`src/rtl/multi_event_monitor_if.sv`:
```
// Bundle of the event inputs and alarm/status outputs of multi_event_monitor.
//
// Configuration: when MONITOR_IRQ_PULSE_EN is defined, the bundle also carries
// the single-cycle irq pulse.
//
// Signals:
//   evnt      [NCH]  per-channel event strobe (source -> monitor)
//   clr       [NCH]  per-channel alarm/count clear (source -> monitor)
//   mode             0 = consecutive, 1 = cumulative counting (source -> monitor)
//   thresh    [CW]   shared threshold; alarm when count > thresh (source -> monitor)
//   alarm     [NCH]  per-channel sticky alarm (monitor -> sink)
//   any_alarm        OR of alarm (monitor -> sink)
//   first_vld        first_ch is valid (monitor -> sink)
//   first_ch  [IW]   channel that opened the current alarm episode (monitor -> sink)
//   irq              one-cycle pulse on any new alarm (MONITOR_IRQ_PULSE_EN only)
//
// Modports: master = event source / status consumer, slave = the monitor.
interface multi_event_monitor_if #(
  parameter int unsigned NCH = 4,
  parameter int unsigned CW  = 6
);
  localparam int unsigned IW = (NCH > 1) ? $clog2(NCH) : 1;

  logic [NCH-1:0] evnt;
  logic [NCH-1:0] clr;
  logic           mode;
  logic [CW-1:0]  thresh;
  logic [NCH-1:0] alarm;
  logic           any_alarm;
  logic           first_vld;
  logic [IW-1:0]  first_ch;
`ifdef MONITOR_IRQ_PULSE_EN
  logic           irq;
`endif

  modport master (
    output evnt,
    output clr,
    output mode,
    output thresh,
    input  alarm,
    input  any_alarm,
    input  first_vld,
`ifdef MONITOR_IRQ_PULSE_EN
    input  irq,
`endif
    input  first_ch
  );

  modport slave (
    input  evnt,
    input  clr,
    input  mode,
    input  thresh,
    output alarm,
    output any_alarm,
    output first_vld,
`ifdef MONITOR_IRQ_PULSE_EN
    output irq,
`endif
    output first_ch
  );

endinterface

```
`src/rtl/multi_event_monitor.sv`:
```
// Multi-channel event monitor with sticky per-channel alarms.
//
// Each of NCH channels counts events (consecutive or cumulative, selected by
// mode) in a saturating CW-bit counter. When an event pushes the count above
// the shared threshold, the channel alarm sets and stays set (count frozen)
// until that channel's clr or reset. A summary stage reports any_alarm and the
// lowest-indexed channel that opened the current alarm episode.
//
// Configuration: define MONITOR_IRQ_PULSE_EN to add a registered irq output
// that pulses for one cycle after any edge where an alarm bit rises.
//
// Ports:
//   clk  rising-edge clock
//   rst  synchronous active-low reset
//   bus  multi_event_monitor_if slave modport (evnt, clr, mode, thresh in;
//        alarm, any_alarm, first_vld, first_ch [, irq] out)
module multi_event_monitor #(
  parameter int unsigned NCH = 4,
  parameter int unsigned CW  = 6
) (
  input logic                  clk,
  input logic                  rst,
  multi_event_monitor_if.slave bus
);

  localparam int unsigned IW = (NCH > 1) ? $clog2(NCH) : 1;
  localparam logic [CW-1:0] CntMax = {CW{1'b1}};

  logic [CW-1:0]  cnt_q [NCH];
  logic [CW-1:0]  cnt_d [NCH];
  logic [NCH-1:0] alarm_q, alarm_d;
  logic [NCH-1:0] rise;
  logic           first_vld_q, first_vld_d;
  logic [IW-1:0]  first_ch_q, first_ch_d;
  logic           found;
`ifdef MONITOR_IRQ_PULSE_EN
  logic           irq_q, irq_d;
`endif

  // Per-channel counter and alarm next state, in priority order:
  // clear, frozen-while-alarmed, event, idle.
  always_comb begin
    cnt_d   = cnt_q;
    alarm_d = alarm_q;
    for (int unsigned i = 0; i < NCH; i++) begin
      if (bus.clr[i]) begin
        cnt_d[i]   = '0;
        alarm_d[i] = 1'b0;
      end else if (alarm_q[i]) begin
        // Alarmed channel ignores evnt and mode; count stays frozen.
        cnt_d[i]   = cnt_q[i];
      end else if (bus.evnt[i]) begin
        cnt_d[i] = (cnt_q[i] == CntMax) ? CntMax : cnt_q[i] + CW'(1);
        // Only an event edge can trip the alarm; a threshold lowered below
        // a held count waits for the next event.
        if (cnt_d[i] > bus.thresh) begin
          alarm_d[i] = 1'b1;
        end
      end else if (!bus.mode) begin
        cnt_d[i] = '0;
      end
    end
  end

  assign rise = alarm_d & ~alarm_q;

  // Episode tracking. A new episode starts when alarms exist after the edge
  // but none of them survive from before it (covers both the idle case and
  // the last alarm being cleared while another rises on the same edge).
  always_comb begin
    first_vld_d = first_vld_q;
    first_ch_d  = first_ch_q;
    found       = 1'b0;
    if (alarm_d == '0) begin
      first_vld_d = 1'b0;
      first_ch_d  = '0;
    end else if ((alarm_d & alarm_q) == '0) begin
      first_vld_d = 1'b1;
      for (int unsigned i = 0; i < NCH; i++) begin
        if (rise[i] && !found) begin
          first_ch_d = IW'(i);
          found      = 1'b1;
        end
      end
    end
  end

`ifdef MONITOR_IRQ_PULSE_EN
  assign irq_d = |rise;
`endif

  always_ff @(posedge clk) begin
    if (!rst) begin
      for (int unsigned i = 0; i < NCH; i++) begin
        cnt_q[i] <= '0;
      end
      alarm_q     <= '0;
      first_vld_q <= 1'b0;
      first_ch_q  <= '0;
`ifdef MONITOR_IRQ_PULSE_EN
      irq_q       <= 1'b0;
`endif
    end else begin
      for (int unsigned i = 0; i < NCH; i++) begin
        cnt_q[i] <= cnt_d[i];
      end
      alarm_q     <= alarm_d;
      first_vld_q <= first_vld_d;
      first_ch_q  <= first_ch_d;
`ifdef MONITOR_IRQ_PULSE_EN
      irq_q       <= irq_d;
`endif
    end
  end

  assign bus.alarm     = alarm_q;
  assign bus.any_alarm = |alarm_q;
  assign bus.first_vld = first_vld_q;
  assign bus.first_ch  = first_ch_q;
`ifdef MONITOR_IRQ_PULSE_EN
  assign bus.irq       = irq_q;
`endif

  // first_vld is exactly "some alarm is set"; first_ch idles at zero.
  assert property (@(posedge clk) first_vld_q == (|alarm_q));
  assert property (@(posedge clk) !first_vld_q |-> (first_ch_q == '0));

endmodule

```
`src/flat_wrapper.sv`:
```
// flat-port wrapper written by rule: the top's interface ports become plain ports
module multi_event_monitor_flat 
#(
  parameter int unsigned NCH = 4,
  parameter int unsigned CW  = 6
)
  (clk, rst, bus_evnt, bus_clr, bus_mode, bus_thresh, bus_alarm, bus_any_alarm, bus_first_vld, bus_first_ch);
  multi_event_monitor_if #(.NCH(NCH), .CW(CW)) bus_i ();
  input logic clk;
  input logic rst;
  input wire logic [$bits(bus_i.evnt)-1:0] bus_evnt;
  input wire logic [$bits(bus_i.clr)-1:0] bus_clr;
  input wire logic [$bits(bus_i.mode)-1:0] bus_mode;
  input wire logic [$bits(bus_i.thresh)-1:0] bus_thresh;
  output wire logic [$bits(bus_i.alarm)-1:0] bus_alarm;
  output wire logic [$bits(bus_i.any_alarm)-1:0] bus_any_alarm;
  output wire logic [$bits(bus_i.first_vld)-1:0] bus_first_vld;
  output wire logic [$bits(bus_i.first_ch)-1:0] bus_first_ch;
  assign bus_i.evnt = bus_evnt;
  assign bus_i.clr = bus_clr;
  assign bus_i.mode = bus_mode;
  assign bus_i.thresh = bus_thresh;
  assign bus_alarm = bus_i.alarm;
  assign bus_any_alarm = bus_i.any_alarm;
  assign bus_first_vld = bus_i.first_vld;
  assign bus_first_ch = bus_i.first_ch;
  multi_event_monitor #(.NCH(NCH), .CW(CW)) u_core (.clk(clk), .rst(rst), .bus(bus_i));
endmodule
```
`config.mk`:
```
export PLATFORM = sky130hd
export DESIGN_NAME = multi_event_monitor_flat
export DESIGN_NICKNAME = d
export VERILOG_FILES = /design/src/rtl/multi_event_monitor_if.sv /design/src/rtl/multi_event_monitor.sv /design/src/flat_wrapper.sv
export SDC_FILE = /design/constraint.sdc
export NUM_CORES = 1
export LEC_CHECK = 0
export ABC_AREA = 1
export BUFFER_PORTS_ARGS = -buffer_cell sky130_fd_sc_hd__buf_4
export CORE_MARGIN = 10
export CORE_UTILIZATION = 35
export CTS_BUF_LIST = sky130_fd_sc_hd__clkbuf_16
export DETAILED_ROUTE_END_ITERATION = 16
export GPL_TIMING_DRIVEN = 0
export MAX_ROUTING_LAYER = met4
export SYNTH_ARGS = -nofsm -noshare
export SYNTH_HDL_FRONTEND = slang
export SYNTH_SLANG_ARGS = --single-unit
```
`constraint.sdc`:
```
create_clock -name clk -period 6.9 [get_ports clk]
set_input_delay 0.345 -clock clk [delete_from_list [all_inputs] [get_ports clk]]
set_output_delay 0.345 -clock clk [all_outputs]
set_load 0.02 [all_outputs]
```
; After elaboration in Yosys (flattened, before gate mapping)
; Cells that the tools add are included.
; Widths: inputs -> output; s select.
[classes]
add_sub_neg = 4
n_lt_le_gt_ge = 4
eq_ne = 8
n_mux = 38
bitwise = 8
n_reduce_logical = 20
[ops]
columns = operator, n
row1 = $mux 6, 9
row2 = $mux 1, 25
row3 = $add 6x1->6 const B, 4
row4 = $eq 6x6->1 const B, 4
row5 = $gt 6x6->1, 4
row6 = $reduce_and 2->1, 5
row7 = $reduce_or 2->1, 5
row8 = $and 4x4->4, 2
row9 = $logic_not 4->1, 2
row10 = $mux 2, 4
row11 = $ne 2x2->1 const B, 4
row12 = $not 1->1, 5
row13 = $not 4->4, 1
row14 = $reduce_bool 4->1, 1
row15 = $reduce_or 4->1, 1
row16 = $logic_and 1x1->1, 3
row17 = $logic_not 1->1, 3
[word_totals]
reg_bits = 31
inputBits = 17
out_inout_bits = 8
word_cells = 89

; Logic depth before layout (Yosys ltp)
; Gate-level depths: netlist of run 1.
[logic_depth]
ltp_word = 25
ltp_mapped = 20

; Worst setup path after synthesis of run 1
; OpenSTA, ideal clock, no wires.
[synth_timing]
kind = register to register
from = reg u_core.cnt_q[12] in the netlist's numbering
to = reg u_core.first_ch_q[0], in the netlist u_core.bus.first_ch[0]
setup_time_ps = 113
t_arrival_ps = 2066
required_time_ps = 6787
slack_ps = 4722
stages_incl_launch_ff = 18
path_buffers = 0
period_less_slack_ps = 2178
cell_sequence = dfxtp_1 -> ha_1 -> nand2_1 -> inv_1 -> nand2_1 -> inv_1 -> or2_2 -> ha_1 -> nand2_1 -> inv_1 -> a21oi_1 -> nand3_1 -> nand2_1 -> nand2_1 -> nand2_1 -> nand2_1 -> nand2_1 -> nor2_1
[synth_via]
elab_chain_cells = 21
word_cells_on_any_way = 29
classes_between = add/sub (1) / order compare (1) / eq/ne (1) / mux (14) / bitwise (2) / reduce/logical (10)
[synth_lines]
columns = item, line_no
row1 = start: declaration, multi_event_monitor.sv:29  ; logic [CW-1:0] cnt_q [NCH];
row2 = start signal: indexed assignment, multi_event_monitor.sv:105  ; cnt_q[i] <= cnt_d[i];
row3 = $add 6x1->6 or $eq 6x6->1 (tied branches), multi_event_monitor.sv:53  ; cnt_d[i] = (cnt_q[i] == CntMax) ? CntMax : cnt_q[i] + CW'(1);
row4 = $mux 6 (*), multi_event_monitor.sv:53
row5 = $gt 6x6->1 (*), multi_event_monitor.sv:56  ; if (cnt_d[i] > bus.thresh) begin
row6 = $mux 1 (*), multi_event_monitor.sv:56
row7 = $mux 1 (*), multi_event_monitor.sv:52  ; end else if (bus.evnt[i]) begin
row8 = $mux 1 (*), multi_event_monitor.sv:49  ; end else if (alarm_q[i]) begin
row9 = $mux 1 (*), multi_event_monitor.sv:46  ; if (bus.clr[i]) begin
row10 = $and 4x4->4, multi_event_monitor.sv:65  ; assign rise = alarm_d & ~alarm_q;
row11 = [5 not listed], -
row12 = $logic_and 1x1->1, multi_event_monitor.sv:80  ; if (rise[i] && !found) begin
row13 = $mux 1, multi_event_monitor.sv:80
row14 = $mux 1, multi_event_monitor.sv:77  ; end else if ((alarm_d & alarm_q) == '0) begin
row15 = $mux 1, multi_event_monitor.sv:74  ; if (alarm_d == '0) begin
row16 = $logic_not 1->1, multi_event_monitor.sv:80
row17 = $logic_and 1x1->1, multi_event_monitor.sv:80
row18 = $reduce_bool 4->1 (no source line), -
row19 = $reduce_and 2->1 (no source line), -
row20 = end signal: assignment, multi_event_monitor.sv:109  ; first_ch_q <= first_ch_d;
row21 = end: declaration, multi_event_monitor.sv:34  ; logic [IW-1:0] first_ch_q, first_ch_d;
; Mark *: on every way between the ends. The rest lies on a longest branch, timed or not. The select of a mux whose other input is x is not followed.
; A chain may end at the register's enable or synchronous reset.

; Final worst setup path of run 1
[layout_timing]
from = reg u_core.cnt_q[12] in the netlist's numbering
to = reg u_core.first_ch_q[1], in the netlist u_core.bus.first_ch[1]
; Same word-level chain as after synthesis.

==> key figures, run 1 <==
Layout
  – # nets final: 446
  – Area delta synth->final: 17.5%
  – Most frequent cells in the layout: nand2_1 (118), inv_1 (61), a21oi_1 (42), dfxtp_1 (31), ha_1 (28)
  – Fillers: 700
  – Antenna Cells: 0
  – Share of post-route cells with drive strength above 1: 0.137
  – Most common cell after layout, fill and taps aside: nand2_1

Clock tree
  – Post-CTS Setup Bufs: 0
  – CTS buffer count: 5
  – Root Driver: clkbuf_16
  – CTS sink count: 31
  – CTS clock-pin slew for the worst setup and hold paths: 50 ps
  – Clock buffer depth: 2
  – CTS hold repair buffers: 0
  – CTS tree: yes
  – H-tree Lvls: 2
  – Post-CTS sizing: 0
  – Clock Latency Late Sink: 280 ps

Setup path
  – Worst Setup End Kind: flop
  – Worst Reg-to-Reg Cells: 16
  – CP Launch Type: flop
  – Crit path top cell by count: nand2_1
  – Critical-path top delay cell: dfxtp_1
  – CP bufs+invs: 3
  – Critical path, cell by cell: ha_1 -> nand2_1 -> inv_1 -> nand2_1 -> inv_1 -> or2_2 -> ha_1 -> nand2_1 -> inv_1 -> a21oi_1 -> nand2_2 -> nand2_1 -> nor2_1 -> a21oi_2 -> nand2_1 -> nor2_1
  – Delay-heaviest family, CP: simple AND/OR/NAND/NOR gates
  – Path type of the worst setup path: flop to flop
  – CP Depth: 16
  – Crit path arrival time: 2650 ps
  – Worst Path Max Fanout: 4
  – CP peak stage delay: 330 ps
  – Crit path required time: 7120 ps

Timing
  – Worst clock skew: 4.11 ps
  – Setup TNS: 0 ps
  – Fin. Hold Viols: 0
  – Slew Limit Fails: 0
  – Max-slew headroom: 0.461
  – RSZ-0062 raised after global routing: no
  – Final period util: 0.352
  – Peak Freq: 411 MHz
  – Slew @ Worst Pin: 800 ps
  – # setup viols final: 0
  – Final min period: 2430 ps

Drt
  – DR pass1 iterations: 4
  – Vias per inst: 4.79
  – Final WL: 5750 um
  – Post-detailed-route count of antenna-violating nets: 0
  – DRT iter0 DRCs: 71
  – Residual DRC: 0
  – WL per Instance: 12.0 um
  – Via count: 2,296

Run
  – Max-cap check violation count: 0

Pwr
  – Leak: 1.40 nW
  – Worst IR drop on VDD: 95.3 uV
  – Power density cells: 159 mW/mm^2
  – Final Total Pwr: 0.440 mW

Synth
  – Synth warn: 0
  – Sequential fraction of the synthesis area: 0.264
  – Cells after Synth: 370
  – Synth Cell Area: 0.00235 sq mm
  – Mapped Avg Cell Area: 6.36 sq um
  – Mapped Nets: 415
  – Number of synthesized register bits: 31
  – Count of cell types in the netlist: 25

Global routing
  – Vias in the first global route: 2,171
  – GRT Overall Usage: 0.119
  – Global route overflow: 0
  – First-pass GRT wire length: 9620 um
  – Largest net degree at the start of global routing: 10
  – Initial antenna violation count: 0

Worst hold path
  – Hold depth: 4
  – HP Class: input pin to flop

Placement
  – RePlAce Congestion: 0.853
  – Port bufs: 24
  – Dpl hpwl: 4530 um

Die
  – Row count: 29
  – I/O pins: 25
  – DIE HEIGHT: 102 um
  – Die X: 102 um
  – Core Region: 0.00646 sq mm
  – Initial Utilization: 0.364
  – Die Area: 0.0104 sq mm

Run status
  – Status: finished, final reports clean
[final timing paths]
| kind | start | end | slack, ps |
|---|---|---|---|
| max | u_core.cnt_q[12] | u_core.bus.first_ch[1] | 4470 |
| min | bus_clr[2] | u_core.bus.alarm[2] | 390 |
| max reg2reg | u_core.cnt_q[12] | u_core.bus.first_ch[1] | 4470 |
| min reg2reg | u_core.cnt_q[5] | u_core.cnt_q[5] | 470 |
[final cells by class]
class,count,area [sq um],area share
flip-flops and latches,31,621,0.224
repair buffers,24,180,0.0651
well taps,77,96.3,0.0348
inverters,62,233,0.0841
clock buffers,5,125,0.0452
clock inverters,3,11.3,0.00407
multi-input cells,277,1500,0.542
[worst reg2reg max path, cell delays in order (launching register included)]
cell and delay, ps:
dfxtp_1 330, ha_1 210, nand2_1 110, inv_1 80, nand2_1 100, inv_1 70, or2_2 300, ha_1 290
nand2_1 80, inv_1 40, a21oi_1 210, nand2_2 80, nand2_1 60, nor2_1 50, a21oi_2 190, nand2_1 80
nor2_1 80
[report_power, final]
group          total [mW]  switching (mW)  internal [mW]
registers           0.182         0.00153          0.181
logic              0.0496          0.0307         0.0189
clock network       0.208          0.0782          0.130
total               0.440           0.110          0.329
[synth_stat cells]
cell      count  area (sq um)
nand2_1     118           443
inv_1        60           225
a21oi_1      42           210
dfxtp_1      31           621
ha_1         28           350
nor2_1       24          90.1
o21ai_0      18          90.1
nand3_1      12          60.1
nand2_2       6          37.5
or2_2         5          31.3
nand3_2       4          40.0
nor2_2        4          25.0
nor3_1        3          15.0
inv_2         2          7.51
nand4_1       2          12.5
o21ai_1       2          10.0
a21oi_2       1          8.76
nand3b_1      1          7.51
nor2_4        1          11.3
nor3_4        1          16.3
o21a_1        1          7.51
o21ai_2       1          8.76
o21bai_1      1          7.51
or2_4         1          8.76
xor2_1        1          8.76
[metal layers]
layer,vias to the layer above,track usage,wire length [um]
met5,-,-,0
met4,0,0.0358,31
met3,4,0.0344,241
met2,34,0.200,2660
met1,1021,0.135,2810
li1,1237,-,-
[registers in the layout, summed over array words and instances (netlist names)]
signal / cells
u_core.bus.first_ch: 2
u_core.cnt_q: 24
u_core.bus.alarm: 4
u_core.bus.first_vld: 1
[cell families after synthesis]
family,after synthesis,share of synthesized area
buffers and inverters,62,0.0989
xor gates and xnor gates,1,0.00372
AOI/OAI and AO/OA,66,0.146
DFF,31,0.264
adders and majority gates,28,0.149
and+or+nand+nor,182,0.339
[stage by stage]
step           worst slack, ps  area [sq um]   util  cells  hold WS [ps]
3_5_place_dp              4500          2630  0.407    471           459
4_1_cts                   4480          2770  0.428    479           384
6_report                  4470          2770  0.428    479           390
3_3_place_gp              4540          2630  0.407    471           457
2_1_floorplan             4720          2350      -    370           445
5_1_grt                   4220          2770  0.428    479           404
(Power assumes the default switching activity.)
==> run 2: changes to the inputs <==
Clock period 6.9 ns to 2.2 ns, I/O delays scaled along.
==> run 2 against run 1 <==
Die area unchanged; combinational power rose to 3.5 times the previous value; cell count up 2.3%; clock power rose to 3.1 times the previous value; largest cell class unchanged; clock skew about the same; global-route usage up 0.52 points; the flow now finishes with violations (setup timing); core utilization up 3.7 points; wire length up 4.6%.
==> key figures, run 2 (synthesis results as in run 1) <==
Drt
  – Vias per inst: 4.84 (was 4.79)
  – Final WL: 6010 um (was 5750 um)
  – WL per Instance: 12.3 um (was 12.0 um)
  – DRT iter0 DRCs: 78 (was 71)
  – WL met3: 280 um (was 241 um)
  – Wl on met1: 2760 um (was 2810 um)
  – Residual DRC: 0 (unchanged)
  – DR pass1 iterations: 4 (unchanged)
  – Via count: 2,370 (was 2,296)
  – Top sig layer: met4 (unchanged)
  – Post-detailed-route count of antenna-violating nets: 0 (unchanged)
  – WL met2: 2910 um (was 2660 um)

Timing
  – Post-route setup slack: -2.83 ps (was 4470 ps)
  – Peak Freq: 454 MHz (was 411 MHz)
  – RSZ-0062 raised after global routing: yes (was no)
  – Max-slew headroom: 0.489 (was 0.461)
  – Worst clock skew: 3.79 ps (was 4.11 ps)
  – Final period util: 1.00 (was 0.352)
  – Final min period: 2200 ps (was 2430 ps)
  – Fin. Hold Viols: 0 (unchanged)
  – Final hold slack: 161 ps (was 390 ps)
  – # setup viols final: 1 (was 0)
  – Slew Limit Fails: 0 (unchanged)
  – Slew @ Worst Pin: 759 ps (was 800 ps)

Layout
  – Most flops, register: u_core.cnt_q (unchanged)
  – Antenna Cells: 0 (unchanged)
  – Area delta synth->final: 27.8% (was 17.5%)
  – Most common cell after layout, fill and taps aside: nand2_1 (unchanged)
  – Most frequent cells in the layout: nand2_1 (111), inv_1 (58), a21oi_1 (38), buf_4 (35), dfxtp_1 (23) (was nand2_1 (118), inv_1 (61), a21oi_1 (42), dfxtp_1 (31), ha_1 (28))
  – Final Core Density: 0.466 (was 0.428)
  – Fillers: 672 (was 700)
  – Share of post-route cells with drive strength above 1: 0.252 (was 0.137)
  – Largest register FFs: 24 (unchanged)
  – Design Area, Final: 0.00301 sq mm (was 0.00277 sq mm)
  – # nets final: 457 (was 446)

Clock tree
  – Root Driver: clkbuf_16 (unchanged)
  – CTS clock-pin slew for the worst setup and hold paths: 50 ps (about the same)
  – CTS buffer count: 5 (unchanged)
  – CTS tree: yes (unchanged)
  – H-tree Lvls: 2 (unchanged)
  – Clock Latency Late Sink: 280 ps (about the same)
  – Clock buffer depth: 2 (unchanged)
  – CTS hold repair buffers: 0 (unchanged)
  – CTS sink count: 31 (unchanged)

Run status
  – Failing checks: setup timing
  – Status: finished, violations left (was finished, final reports clean)

Setup path
  – Delay-heaviest family, CP: simple AND/OR/NAND/NOR gates (unchanged)
  – Crit path required time: 2410 ps (was 7120 ps)
  – Worst Path Max Fanout: 3 (was 4)
  – Critical path, cell by cell: ha_4 -> nand2_2 -> inv_2 -> nand2_4 -> nor2_4 -> nand2_2 -> inv_2 -> or2_4 -> ha_4 -> inv_2 -> o21bai_1 -> nand2_1 -> nand3_2 -> nand2_2 -> nand2_1 -> nor2_1 -> a21oi_2 -> nand2_1 -> nor2_1 (was ha_1 -> nand2_1 -> inv_1 -> nand2_1 -> inv_1 -> or2_2 -> ha_1 -> nand2_1 -> inv_1 -> a21oi_1 -> nand2_2 -> nand2_1 -> nor2_1 -> a21oi_2 -> nand2_1 -> nor2_1)
  – Path type of the worst setup path: flop to flop (unchanged)
  – CP bufs+invs: 3 (unchanged)
  – Crit path arrival time: 2420 ps (was 2650 ps)
  – Worst Setup End Kind: flop (unchanged)
  – CP Launch Type: flop (unchanged)
  – CP peak stage delay: 330 ps (about the same)
  – R2r startpoint: u_core.cnt_q[7] (was u_core.cnt_q[12])
  – Critical-path top delay cell: dfxtp_2 (was dfxtp_1)
  – Crit. Startpoint: u_core.cnt_q[7] (was u_core.cnt_q[12])

Placement
  – Port bufs: 24 (unchanged)
  – RePlAce Congestion: 0.853 (unchanged)
  – Dpl hpwl: 4530 um (unchanged)
  – Placement Cell Area: 0.00263 sq mm (unchanged)

Die
  – Die X: 102 um (unchanged)
  – I/O pins: 25 (unchanged)
  – DIE HEIGHT: 102 um (unchanged)
  – Row count: 29 (unchanged)
  – Initial Utilization: 0.364 (unchanged)
  – Die Area: 0.0104 sq mm (unchanged)
  – Core Region: 0.00646 sq mm (unchanged)

Global routing
  – Vias in the first global route: 2,260 (was 2,171)
  – First-pass GRT wire length: 10,000 um (was 9620 um)
  – Largest net degree at the start of global routing: 10 (unchanged)
  – Initial antenna violation count: 0 (unchanged)
  – GRT Overall Usage: 0.125 (was 0.119)
  – Global route overflow: 0 (unchanged)

Worst hold path
  – Hold_sp: bus_clr[2] (unchanged)
  – HP Class: input pin to flop (unchanged)

Pwr
  – Final Total Pwr: 1.40 mW (was 0.440 mW)
  – Worst IR drop on VDD: 302 uV (was 95.3 uV)
  – Power density cells: 465 mW/mm^2 (was 159 mW/mm^2)
  – Leak: 1.47 nW (was 1.40 nW)

Run
  – Max-cap check violation count: 0 (unchanged)
[run 2: worst paths after layout]
check                           end  slack, ps  cells past startpoint
min reg2reg         u_core.cnt_q[5]        470                      2
min             u_core.bus.alarm[2]        160                      4
max          u_core.bus.first_ch[1]         -3                     19
max reg2reg  u_core.bus.first_ch[1]         -3                     19
[run 2: worst register-to-register path, stage by stage (launching register included)]
cell      delay (ps)
dfxtp_2          330
ha_4             160
nand2_2           60
inv_2             40
nand2_4           70
nor2_4            40
nand2_2           90
inv_2             50
or2_4            240
ha_4             270
inv_2             20
o21bai_1         100
nand2_1           70
nand3_2           90
nand2_2           60
nand2_1           60
nor2_1            40
a21oi_2          180
nand2_1           80
nor2_1            80
[run 2: what timing repair did]
item / in CTS / in global routing
gates resized for setup: 31 / 14
endpoints found under the setup margin: 3 / 3
pin swaps: 19 / 5
setup buffers: 9 / 2
[run 2: per-layer routing]
metal | vias to the layer above | GRT usage
met5 | - | -
met3 | 4 | 0.0344
li1 | 1259 | -
met2 | 33 | 0.211
met1 | 1074 | 0.140
met4 | 0 | 0.0358
[run 2: power breakdown]
part / internal (mW) / switching [mW] / total, mW
Combinational: 0.0691 / 0.105 / 0.174
Clock: 0.407 / 0.246 / 0.652
Sequential: 0.568 / 0.00515 / 0.573
[run 2: through the flow]
stage          TNS (ps)  std cells  setup WS, ps
6_report          -2.83        490         -2.83
5_1_grt            -535        490          -205
4_1_cts               0        488          2.97
3_5_place_dp       -564        471          -204
3_3_place_gp       -457        471          -163
2_1_floorplan         0        370          21.6
[run 2: final cells by class]
type	count	area, sq um	share of cell area
clock buffer	5	125	0.0416
sequential	31	631	0.210
timing repair buffer	35	263	0.0874
clock inverter	3	11.3	0.00375
tap	77	96.3	0.0320
inverter	62	233	0.0774
multi-input combinational	277	1650	0.548
